[config.mk]
export PLATFORM = sky130hd
export DESIGN_NAME = dmem_access_unit_flat
export DESIGN_NICKNAME = d
export VERILOG_FILES = /design/src/rtl/dmem_access_unit_if.sv /design/src/rtl/dmem_access_unit.sv /design/src/flat_wrapper.sv
export SDC_FILE = /design/constraint.sdc
export NUM_CORES = 1
export LEC_CHECK = 0
export CAP_MARGIN = 20
export CORE_ASPECT_RATIO = 1.75
export CORE_MARGIN = 10
export CORE_UTILIZATION = 35
export CTS_BUF_LIST = sky130_fd_sc_hd__clkbuf_8
export CTS_CLUSTER_SIZE = 10
export DETAILED_ROUTE_END_ITERATION = 6
export PLACE_DENSITY = 0.8
export SLEW_MARGIN = 0
export SYNTH_ARGS = -nofsm -noshare
export SYNTH_HDL_FRONTEND = slang
export SYNTH_SLANG_ARGS = --single-unit
[constraint.sdc]
create_clock -name clk -period 2.05 [get_ports clk]
set_input_delay 0.41 -clock clk [delete_from_list [all_inputs] [get_ports clk]]
set_output_delay 0.41 -clock clk [all_outputs]
set_load 0.05 [all_outputs]
[src/rtl/dmem_access_unit_if.sv]
// -----------------------------------------------------------------------------
// dmem_access_unit_if
// Valid/ready data-bus bundle between the memory-stage access unit (master)
// and the data memory or interconnect (slave).
//
// Signals:
//   req_valid  master->slave  request valid, held with stable fields until accepted
//   req_ready  slave->master  request accepted this cycle
//   addr       master->slave  word-aligned byte address (low 2 bits always 0)
//   we         master->slave  1 = write, 0 = read
//   wstrb      master->slave  byte-lane write strobes
//   wdata      master->slave  lane-aligned write data
//   rsp_valid  slave->master  one-cycle response pulse (read data or write ack)
//   rsp_rdata  slave->master  read word, qualified by rsp_valid
//   err        master->slave  timeout abort pulse
// -----------------------------------------------------------------------------
interface dmem_access_unit_if #(
   parameter int ADDR_W = 32
);
   logic              req_valid;
   logic              req_ready;
   logic [ADDR_W-1:0] addr;
   logic              we;
   logic [3:0]        wstrb;
   logic [31:0]       wdata;
   logic              rsp_valid;
   logic [31:0]       rsp_rdata;
   logic              err;

   modport master (
      output req_valid, addr, we, wstrb, wdata, err,
      input  req_ready, rsp_valid, rsp_rdata
   );

   modport slave (
      input  req_valid, addr, we, wstrb, wdata, err,
      output req_ready, rsp_valid, rsp_rdata
   );
endinterface

[src/rtl/dmem_access_unit.sv]
// -----------------------------------------------------------------------------
// dmem_access_unit
// Memory-stage load/store unit. Takes the EX/MEM register outputs, issues one
// bus transaction per load/store, stalls the pipeline until it completes,
// formats store data/strobes and sign/zero-extends load data for MEM/WB.
// Misaligned or illegal-size accesses are flagged and never issued.
//
// Optional feature: define DMEM_TIMEOUT_EN to abort a response wait after
// TIMEOUT_CYCLES WAIT cycles (bus.err pulses in the resulting DONE cycle).
// Without it, WAIT lasts until the response arrives and bus.err is tied 0.
//
// Ports:
//   clk          rising-edge clock
//   reset        synchronous, active-high
//   ALUResult_m  byte address
//   WD_m         store data, value in the low bits
//   MemRead_m    load in MEM stage
//   WE_m         store in MEM stage (wins if MemRead_m is also set)
//   funct3_m     size/sign code (LB/LH/LW/LBU/LHU, SB/SH/SW)
//   ReadData_m   extended load result, non-zero only in DONE
//   stall_m      hold IF/ID/EX/MEM registers
//   misalign_m   combinational misaligned/illegal access flag
//   bus          master side of the data bus
// -----------------------------------------------------------------------------
module dmem_access_unit #(
   parameter int ADDR_W         = 32,
   parameter int TIMEOUT_CYCLES = 64
) (
   input  logic                clk,
   input  logic                reset,
   input  logic [31:0]         ALUResult_m,
   input  logic [31:0]         WD_m,
   input  logic                MemRead_m,
   input  logic                WE_m,
   input  logic [2:0]          funct3_m,
   output logic [31:0]         ReadData_m,
   output logic                stall_m,
   output logic                misalign_m,
   dmem_access_unit_if.master  bus
);

   typedef enum logic [1:0] {IDLE, REQ, WAIT, DONE} state_t;

   if (TIMEOUT_CYCLES < 1) begin : g_bad_timeout
      $error("TIMEOUT_CYCLES must be at least 1");
   end

   state_t            state, state_nx;
   logic              enable, access, illegal;
   logic [1:0]        size, off;
   logic [ADDR_W-1:0] addr_ext;
   logic [3:0]        wstrb_fmt;
   logic [31:0]       wdata_fmt;
   logic              timeout_hit;

   // Request fields captured at IDLE->REQ so the bus sees stable values even
   // if the pipeline inputs wiggle while the request is pending.
   logic [ADDR_W-1:0] addr_q;
   logic              we_q;
   logic [3:0]        wstrb_q;
   logic [31:0]       wdata_q;
   logic [1:0]        off_q;
   logic [2:0]        f3_q;
   logic [31:0]       rdata_q;

   assign enable   = MemRead_m | WE_m;
   assign size     = funct3_m[1:0];
   assign off      = ALUResult_m[1:0];
   assign addr_ext = ADDR_W'(ALUResult_m);
   // 011, 110 and 111 have no load/store meaning; reject them like misalignment.
   assign illegal  = (funct3_m == 3'b011) | (funct3_m[2:1] == 2'b11);

   assign misalign_m = enable & (illegal
                                 | ((size == 2'b01) & off[0])
                                 | ((size == 2'b10) & (off != 2'b00)));
   assign access     = enable & ~misalign_m;
   assign stall_m    = access & (state != DONE);

   // NOTE: every always_comb output gets a default first so no path can
   // leave it unassigned and infer a latch.
   always_comb begin
      wstrb_fmt = 4'b0000;
      wdata_fmt = '0;
      if (WE_m) begin
         unique case (size)
            2'b00:   begin wstrb_fmt = 4'b0001 << off; wdata_fmt = {4{WD_m[7:0]}};  end
            2'b01:   begin wstrb_fmt = 4'b0011 << off; wdata_fmt = {2{WD_m[15:0]}}; end
            default: begin wstrb_fmt = 4'b1111;        wdata_fmt = WD_m;            end
         endcase
      end
   end

`ifdef DMEM_TIMEOUT_EN
   localparam int CNT_W = $clog2(TIMEOUT_CYCLES + 1);
   logic [CNT_W-1:0] cnt_q;
   logic             err_q;

   // Fires on the TIMEOUT_CYCLES-th WAIT cycle; a response in that same cycle wins.
   assign timeout_hit = (state == WAIT) & ~bus.rsp_valid
                        & (cnt_q == CNT_W'(TIMEOUT_CYCLES - 1));
   assign bus.err     = err_q;
`else
   assign timeout_hit = 1'b0;
   assign bus.err     = 1'b0;
`endif

   always_comb begin
      state_nx = state;
      unique case (state)
         IDLE: if (access)        state_nx = REQ;
         REQ:  if (bus.req_ready) state_nx = WAIT;
         WAIT: if (bus.rsp_valid || timeout_hit) state_nx = DONE;
         DONE:                    state_nx = IDLE;
         default:                 state_nx = IDLE;
      endcase
   end

   // NOTE: sequential state uses non-blocking assignments so every register
   // samples pre-edge values regardless of statement order.
   always_ff @(posedge clk) begin
      if (reset) begin
         state   <= IDLE;
         addr_q  <= '0;
         we_q    <= 1'b0;
         wstrb_q <= 4'b0000;
         wdata_q <= '0;
         off_q   <= 2'b00;
         f3_q    <= 3'b000;
         rdata_q <= '0;
`ifdef DMEM_TIMEOUT_EN
         cnt_q   <= '0;
         err_q   <= 1'b0;
`endif
      end else begin
         state <= state_nx;
         if (state == IDLE && access) begin
            addr_q  <= {addr_ext[ADDR_W-1:2], 2'b00};
            we_q    <= WE_m;
            wstrb_q <= wstrb_fmt;
            wdata_q <= wdata_fmt;
            off_q   <= off;
            f3_q    <= funct3_m;
         end
         // Responses outside WAIT (late, or after a reset) are dropped here.
         if (state == WAIT && bus.rsp_valid) rdata_q <= bus.rsp_rdata;
`ifdef DMEM_TIMEOUT_EN
         if (state == REQ && bus.req_ready) cnt_q <= '0;
         else if (state == WAIT)            cnt_q <= cnt_q + CNT_W'(1);
         if (timeout_hit) rdata_q <= '0;
         err_q <= timeout_hit;
`endif
      end
   end

   assign bus.req_valid = (state == REQ);
   assign bus.addr      = addr_q;
   assign bus.we        = we_q;
   assign bus.wstrb     = wstrb_q;
   assign bus.wdata     = wdata_q;

   always_comb begin
      ReadData_m = '0;
      if (state == DONE && !we_q) begin
         unique case (f3_q)
            3'b000:  ReadData_m = {{24{rdata_q[{off_q, 3'b000} + 7]}}, rdata_q[{off_q, 3'b000} +: 8]};
            3'b100:  ReadData_m = {24'h0, rdata_q[{off_q, 3'b000} +: 8]};
            3'b001:  ReadData_m = {{16{rdata_q[{off_q[1], 4'b0000} + 15]}}, rdata_q[{off_q[1], 4'b0000} +: 16]};
            3'b101:  ReadData_m = {16'h0, rdata_q[{off_q[1], 4'b0000} +: 16]};
            3'b010:  ReadData_m = rdata_q;
            default: ReadData_m = '0;
         endcase
      end
   end

endmodule

[src/flat_wrapper.sv]
// flat-port wrapper written by rule: the top's interface ports become plain ports
module dmem_access_unit_flat 
#(
   parameter int ADDR_W         = 32,
   parameter int TIMEOUT_CYCLES = 64
)
  (clk, reset, ALUResult_m, WD_m, MemRead_m, WE_m, funct3_m, ReadData_m, stall_m, misalign_m, bus_req_valid, bus_addr, bus_we, bus_wstrb, bus_wdata, bus_err, bus_req_ready, bus_rsp_valid, bus_rsp_rdata);
  dmem_access_unit_if #(.ADDR_W(ADDR_W)) bus_i ();
  input  logic clk;
  input  logic reset;
  input  logic [31:0] ALUResult_m;
  input  logic [31:0] WD_m;
  input  logic MemRead_m;
  input  logic WE_m;
  input  logic [2:0] funct3_m;
  output logic [31:0] ReadData_m;
  output logic stall_m;
  output logic misalign_m;
  output wire logic [$bits(bus_i.req_valid)-1:0] bus_req_valid;
  output wire logic [$bits(bus_i.addr)-1:0] bus_addr;
  output wire logic [$bits(bus_i.we)-1:0] bus_we;
  output wire logic [$bits(bus_i.wstrb)-1:0] bus_wstrb;
  output wire logic [$bits(bus_i.wdata)-1:0] bus_wdata;
  output wire logic [$bits(bus_i.err)-1:0] bus_err;
  input wire logic [$bits(bus_i.req_ready)-1:0] bus_req_ready;
  input wire logic [$bits(bus_i.rsp_valid)-1:0] bus_rsp_valid;
  input wire logic [$bits(bus_i.rsp_rdata)-1:0] bus_rsp_rdata;
  assign bus_req_valid = bus_i.req_valid;
  assign bus_addr = bus_i.addr;
  assign bus_we = bus_i.we;
  assign bus_wstrb = bus_i.wstrb;
  assign bus_wdata = bus_i.wdata;
  assign bus_err = bus_i.err;
  assign bus_i.req_ready = bus_req_ready;
  assign bus_i.rsp_valid = bus_rsp_valid;
  assign bus_i.rsp_rdata = bus_rsp_rdata;
  dmem_access_unit #(.ADDR_W(ADDR_W), .TIMEOUT_CYCLES(TIMEOUT_CYCLES)) u_core (.clk(clk), .reset(reset), .ALUResult_m(ALUResult_m), .WD_m(WD_m), .MemRead_m(MemRead_m), .WE_m(WE_m), .funct3_m(funct3_m), .ReadData_m(ReadData_m), .stall_m(stall_m), .misalign_m(misalign_m), .bus(bus_i));
endmodule
== Word level (Yosys, flattened, before mapping) ==
Index checks and enable logic that the tools add are counted.
Word-level totals
  register bits after elaboration: 106
  input port bits: 105
  logic and storage cells: 64
Cells by class
  add/subtract/negate cells: 2
  $lt $le $gt $ge: 2
  equal/unequal tests: 15
  shift operators: 4
  mux-type cells: 14
  bitwise operators: 10
  reductions and logical operators: 9
Operators with widths (count)
  $pmux 32 s5: 1
  $lt 32x6->1 const B: 2
  $mux 32: 2
  $pmux 32 s2: 1
  $shiftx 32x6->16: 1
  $shiftx 32x6->8: 1
  $bmux 1 s5: 2
  $eq 2x2->1 const B: 4
  $pmux 2 s4: 1
  $pmux 4 s2: 1
  $add 5x3->6 const B: 1
  $add 5x4->6 const B: 1
  $eq 3x2->1 const B: 2
  $eq 3x3->1 const B: 2
  $mux 2: 3
  $and 1x1->1: 5
  $eq 2x1->1 const B: 2
  $logic_not 2->1: 2
  $mux 4: 1
  $ne 2x1->1 const B: 2
  $ne 2x2->1 const B: 2
  $or 1x1->1: 4
  $shl 1x2->4 const A: 1
  $shl 2x2->4 const A: 1
  8 further kinds: 11

== Longest topological paths before layout ==
Gate-level depths: netlist (run 1).
  depth after elaboration: 9
  depth in mapped cells: 8
  depth with buffers taken out: 6

== Least setup slack after synthesis (run 1) ==
No wires, ideal clock.
  path kind: flip-flop to output port
  start point: register u_core.we_q (netlist: u_core.bus.we)
  end point: output port ReadData_m[15]
  arrival time: 2.175 ns
  slack: -0.535 ns
  cell stages (with the launch flop): 5
  buffers on the path: 1
  cell sequence: dfxtp_1 > nand2b_1 > nand2b_1 > clkbuf_1 > a211oi_1
Between the ends
  longest elaborated chain between the ends: 3
Ends and longest elaborated chain
  from (decl): line dmem_access_unit.sv:59  | logic we_q;
  from (signal assigned): line dmem_access_unit.sv:138  | we_q <= WE_m;
  $logic_not 1->1: line dmem_access_unit.sv:163  | if (state == DONE && !we_q) begin
  $logic_and 1x1->1: line dmem_access_unit.sv:163
  $mux 32: line dmem_access_unit.sv:163
  to (decl): line flat_wrapper.sv:16  | output logic [31:0] ReadData_m;
No other way between the ends.

== Worst setup path in the final report (run 1) ==
  start point: register u_core.f3_q[1]
  end point: output port ReadData_m[6]
Between the ends
  longest elaborated chain between the ends: 3
Ends and longest elaborated chain
  from (decl): line dmem_access_unit.sv:63  | logic [2:0] f3_q;
  from (signal assigned): line dmem_access_unit.sv:142  | f3_q <= funct3_m;
  $eq 3x2->1 (tied with other cells): line dmem_access_unit.sv:164  | unique case (f3_q)
  $pmux 32 s5 (*): line dmem_access_unit.sv:164
  $mux 32 (*): line dmem_access_unit.sv:163
Every way passes the cells marked *; elsewhere a longest branch is shown, timed or not.

==> metrics.txt, run 1 <==
CP max stage delay 410 ps; fill cell total of the finished layout 1147; GRT Max-Usage Layer met2; cell area after synthesis 4850 sq um; vias per inst 5.12; Tot GR Track Use 0.187; Reg2Reg Depth 6; final-stage net count 920; worst hold path class primary input to flop; H-Tree Depth 3; clock tree sinks 106; share of layout cells above drive strength 1 0.230; DIE HEIGHT 176 um; M2 GR Usage 0.346; Leak 0.00298 uW; Pwr per Cell Area 774 nW/um^2; Yosys top cell by area dfxtp_1; Synth Area in Compound Gates 0.232; final setup margin -322 ps; Synth warnings 0; GRT Residual Overflow 0; Port Buffers 206; CP Class flop to primary output; syn_area_per_cell 8.32 sq um; most frequent CP cell buf_4; final non-filler cell total 991; Most used DFF post-synth dfxtp_1; post-synthesis mux area share 0.0769; EDFF count, synth 0; startpoint types flop; crit path DAT 1960 ps; maxcap violations 0; Worst Clk Skew 7.84 ps; Simple-Gate Fraction of Synth Area 0.185; vias in the first global route 5107; drt drc 0; hold depth 2; Least-Margin Pin Slew 565 ps; Initial Util 0.359; grt met1 use 0.182; hold_buf cts 0; CP Cell Sequence nor3b_4 -> o21bai_1 -> buf_4 -> a222oi_1 -> buf_4 -> nor2_4 -> buf_12; fmax 0.422 GHz; Worst Setup SP u_core.f3_q[1]$_SDFFE_PP0P_; adder-cell share of the synthesized area 0.0103; area grow syn2layout 72.0%; final worst path period share 1.16; failing checks negative setup slack; Commonest cells post-synth nand2_1, dfxtp_1, a21oi_1, clkbuf_1, mux2i_1; post-synthesis sequential area ratio 0.438; Slew HR 0.622; clk buf depth 2; async set-or-reset flop fraction in the synthesized netlist 0; first-pass GRT wire length 28100 um; Ports 210; synth unique cells 43; minimum clock period 2370 ps; RSZ-0062 raised after global routing true; Post-Route WL 18700 um; post-DP HPWL 14100 um; fin util 0.617; Iter 0 DRT Violations 293; routability-driven placement congestion ratio 0.825; CTS tree yes; Core ar. 13500 sq um; largest net degree at the start of global routing 79; XOR/XNOR Fraction of Synth Area 0; Yosys reg bits 106; slowest CP cell a222oi_1; die area 19200 sq um; final setup fails 32; final hold vios 0; largest family of logic cells by synthesized area compound AO/OA/AOI/OAI gates; Post-Synthesis Cells 583; # placed instances 967; CP endpoint kind primary output; maximum vdd drop 0.414 mV; top fanout value on the critical path 7; top-count cell post-synth nand2_1; Hold Path Origin reset; post-synth top area share 0.438; Clock Tree Root clkbuf_8; WP data required 1640 ps; post-route ant nets 0; Site Rows 56; Via Count 5069; reg2reg start u_core.state[0]$_SDFFE_PP0P_; Skew-Pair Late Insertion Delay 370 ps; CTS Buf Count 9; GR Layer Usage met3 0.0444; DIE WIDTH 109 um; DR WL/cell 18.8 um; clock-pin slew on the worst setup and hold paths 100 ps; initial antenna violation count 2; outcome complete, but fails checks; Synth area leaders dfxtp_1, nand2_1, a21oi_1; DRT Pass-1 Iters 6; max-slew violations 0
where the power goes:
group	switching, uW	internal, uW	leakage (uW)
logic	1620	1060	0.00202
clock network	746	517	0.0000977
registers	187	2330	0.000866
logic make-up after synthesis:
family / Yosys count
flip-flops: 106
other: 1
AO/OA/AOI/OAI: 172
AND/OR/NAND/NOR: 213
adder cells (fa/ha/maj): 4
multiplexers: 35
buffers and inverters: 52
flip-flops by register name, summed over array words and instances (netlist names):
register          flops
u_core.rdata_q       32
u_core.state          2
u_core.bus.we         1
u_core.bus.wdata     32
u_core.bus.addr      30
u_core.bus.wstrb      4
u_core.f3_q           3
u_core.off_q          2
layer usage:
layer	share of wire	wire [um]
met3	0.066	1240
met4	0.044	828
met2	0.55	10200
met1	0.34	6400
met5	0.00037	7
through the flow:
step                setup slack [ps]  power, uW  area [sq um]  setup TNS (ps)  hold WS (ps)
floorplan                       -167       4130          5160            -960           436
global placement                -132       5100          7830           -4680           439
detailed placement              -155       5140          7830           -7500           446
CTS                             -339       6470          8170           -9280           335
global route                    -392       6790          8340          -10560           358
finish                          -322       6450          8340           -8860           354
final cells by class:
class,count,area [sq um],area share
Antenna cell,1,2.50,0.000300
Sequential cell,106,2140,0.256
Inverter,3,11.3,0.00135
Multi-Input combinational cell,427,2880,0.346
Clock inverter,5,37.5,0.00450
Clock buffer,11,151,0.0181
Timing Repair Buffer,264,2900,0.348
Tap cell,174,218,0.0261
critical path, delay by kind of cell, from the launching register on:
family	cells	cell delay [ps]
AO/OA/AOI/OAI	2	560
flip-flops	1	350
AND/OR/NAND/NOR	2	190
buffers and inverters	3	510
cells in the final DEF, fill, tap and decap left out, types with 10 or more instances in the layout:
cell type	n
a21oi_1	80
a21oi_4	23
a22o_1	10
buf_12	33
buf_4	44
buf_6	15
clkbuf_8	11
clkdlybuf4s50_1	162
dfxtp_1	98
mux2i_1	26
nand2_1	168
o21ai_0	11
o2bb2ai_1	10
what timing repair did:
action | 4_1_cts | 5_1_grt
gates resized for setup | 33 | 31
pin swaps | 11 | 12
endpoints found under the setup margin | 34 | 36
cloned | 1 | 0
setup buffers | 3 | 4
final timing paths:
| check | slack, ps | end |
|---|---|---|
| setup / recovery | -320 | ReadData_m[6] |
| hold / removal | 350 | u_core.bus.we$_SDFFE_PP0P_ |
| setup reg to reg | 320 | u_core.bus.wdata[0]$_SDFFE_PP0P_ |
| hold reg to reg | 460 | u_core.bus.addr[15]$_SDFFE_PP0P_ |
(Power assumes the default switching activity.)
==> run 2, diff against run 1 <==
Settings changed: CORE_UTILIZATION 35 to 44, CTS_CLUSTER_SIZE 10 to 25, PLACE_DENSITY 0.8 to 0.95.
==> metrics.txt, run 2 (same netlist as run 1, synthesis figures left out) <==
outcome complete, but fails checks (unchanged); failing checks negative setup slack (unchanged); vias per inst 5.75 (was 5.12); most frequent CP cell buf_4 (unchanged); RSZ-0062 raised after global routing true (unchanged); WP buf/inv 3 (unchanged); fmax 0.407 GHz (was 0.422 GHz); Skew-Pair Late Insertion Delay 370 ps (about the same); maximum vdd drop 0.538 mV (was 0.414 mV); most common cell after layout, fill and taps aside nand2_1 (unchanged); clock tree sinks 106 (unchanged); Setup TNS -10300 ps (was -8860 ps); largest net degree at the start of global routing 44 (was 79); drt drc 0 (unchanged); Worst Clk Skew 12.9 ps (was 7.84 ps); CP Class flop to primary output (unchanged); Via Count 5490 (was 5069); Least-Margin Pin Slew 851 ps (was 565 ps); slowest CP cell dfxtp_4 (was a222oi_1); CP Cell Sequence buf_4 -> mux2_2 -> a222oi_1 -> buf_4 -> nor2_4 -> buf_12 (was nor3b_4 -> o21bai_1 -> buf_4 -> a222oi_1 -> buf_4 -> nor2_4 -> buf_12); CTS tree yes (unchanged); initial antenna violation count 2 (unchanged); Pwr per Cell Area 787 nW/um^2 (was 774 nW/um^2); Slew HR 0.431 (was 0.622); max-slew violations 0 (unchanged); CP endpoint kind primary output (unchanged); area grow syn2layout 69.6% (was 72.0%); Ports 210 (unchanged); final hold vios 0 (unchanged); maxcap violations 0 (unchanged); final setup margin -409 ps (was -322 ps); routability-driven placement congestion ratio 0.921 (was 0.825); Tot GR Track Use 0.241 (was 0.187); DIE HEIGHT 159 um (was 176 um); final worst path period share 1.20 (was 1.16); most frequent cells in the layout nand2_1, clkdlybuf4s50_1, dfxtp_1 (unchanged); final-stage net count 927 (was 920); worst hold path class flop to flop (was primary input to flop); Core ar. 10800 sq um (was 13500 sq um); DRT Pass-1 Iters 6 (unchanged); post-route ant nets 0 (unchanged); Clock Tree Root clkbuf_8 (unchanged); share of layout cells above drive strength 1 0.233 (was 0.230); clock-pin slew on the worst setup and hold paths 100 ps (about the same); Finished Cell Area 8220 sq um (was 8340 sq um); H-Tree Depth 3 (unchanged); final setup fails 32 (unchanged); Site Rows 50 (was 56); post-DP HPWL 15400 um (was 14100 um); CP max stage delay 400 ps (was 410 ps); Post-Route WL 20700 um (was 18700 um); GRT Residual Overflow 0 (unchanged); Iter 0 DRT Violations 315 (was 293); first-pass GRT wire length 30900 um (was 28100 um); minimum clock period 2460 ps (was 2370 ps); die area 15800 sq um (was 19200 sq um); DR WL/cell 21.7 um (was 18.8 um); Crit path max-delay family buffers and inverters (was compound AO/OA/AOI/OAI gates); top fanout value on the critical path 5 (was 7); fill cell total of the finished layout 664 (was 1147); startpoint types flop (unchanged); WP data required 1640 ps (about the same); DIE WIDTH 99.4 um (was 109 um); CTS Buf Count 9 (unchanged); DP Area 7710 sq um (was 7830 sq um); crit path DAT 2050 ps (was 1960 ps); vias in the first global route 5756 (was 5107); hold_buf cts 0 (unchanged); clk buf depth 2 (unchanged); Leak 0.00298 uW (about the same); Initial Util 0.451 (was 0.359); Port Buffers 206 (unchanged)
-- run 2: cell types whose count changed in the layout (fill, tap and decap cells not counted), sizes merged --
cell / before / now
buf: 95 / 101
diode: 1 / 2
dlygate4sd2: 4 / 5
dlymetal6s2s: 3 / 2
inv: 6 / 7
-- run 2: power by group --
| part | internal, uW | switching [uW] |
|---|---|---|
| clock | 479 | 725 |
| sequential | 2320 | 209 |
| combinational | 1060 | 1680 |
| total | 3860 | 2610 |
-- run 2: per-stage QoR --
step / total power (uW) / cells / util / hold WS, ps / setup WS, ps
finish: 6470 / 955 / 0.764 / 464 / -409
global route: 6740 / 955 / 0.764 / 477 / -451
CTS: 6400 / 950 / 0.752 / 462 / -368
detailed placement: 5150 / 928 / 0.717 / 444 / -221
global placement: 5040 / 928 / 0.717 / 439 / -160
floorplan: 4130 / 585 / - / 436 / -167
-- run 2: area by class of cell --
class / count / area, sq um / area share
Antenna cell: 2 / 5.00 / 0.000609
Clock buffer: 10 / 138 / 0.0167
Clock inverter: 6 / 41.3 / 0.00502
Inverter: 3 / 11.3 / 0.00137
Multi-Input combinational cell: 427 / 2850 / 0.346
Sequential cell: 106 / 2140 / 0.260
Tap cell: 130 / 163 / 0.0198
Timing Repair Buffer: 271 / 2880 / 0.350
-- run 2: routing by layer --
metal / wire length [um] / up-vias / GRT usage / part of all wire
met3: 1320 / 106 / 0.0525 / 0.064
met5: 0 / - / 0 / 0
met4: 1580 / 0 / 0.169 / 0.076
met1: 6460 / 2590 / 0.224 / 0.31
met2: 11400 / 310 / 0.443 / 0.55
li1: - / 2484 / - / -
-- run 2: worst min-delay path: cells and delay by family (launching register included) --
kind / cells / cell delay [ps]
and+or+nand+nor: 1 / 50
AOI/OAI and AO/OA: 1 / 50
DFF: 1 / 320
-- run 2: repair_timing --
item,CTS,global route
gates cloned,1,0
endpoints found under the hold margin,0,0
endpoints found under the setup margin,34,36
buffers inserted,6,3
gates resized for setup,44,24
pin swaps,11,7
-- run 2: path summary, 6_finish.rpt --
| check | startpoint | to | slack, ps | cells after the start |
|---|---|---|---|---|
| setup reg to reg | u_core.state[0]$_SDFFE_PP0P_ | u_core.bus.wdata[2]$_SDFFE_PP0P_ | 330 | 6 |
| hold / removal | u_core.bus.addr[24]$_SDFFE_PP0P_ | u_core.bus.addr[24]$_SDFFE_PP0P_ | 460 | 2 |
| hold reg to reg | u_core.bus.addr[24]$_SDFFE_PP0P_ | u_core.bus.addr[24]$_SDFFE_PP0P_ | 460 | 2 |
| setup / recovery | u_core.off_q[1]$_SDFFE_PP0P_ | ReadData_m[0] | -410 | 6 |
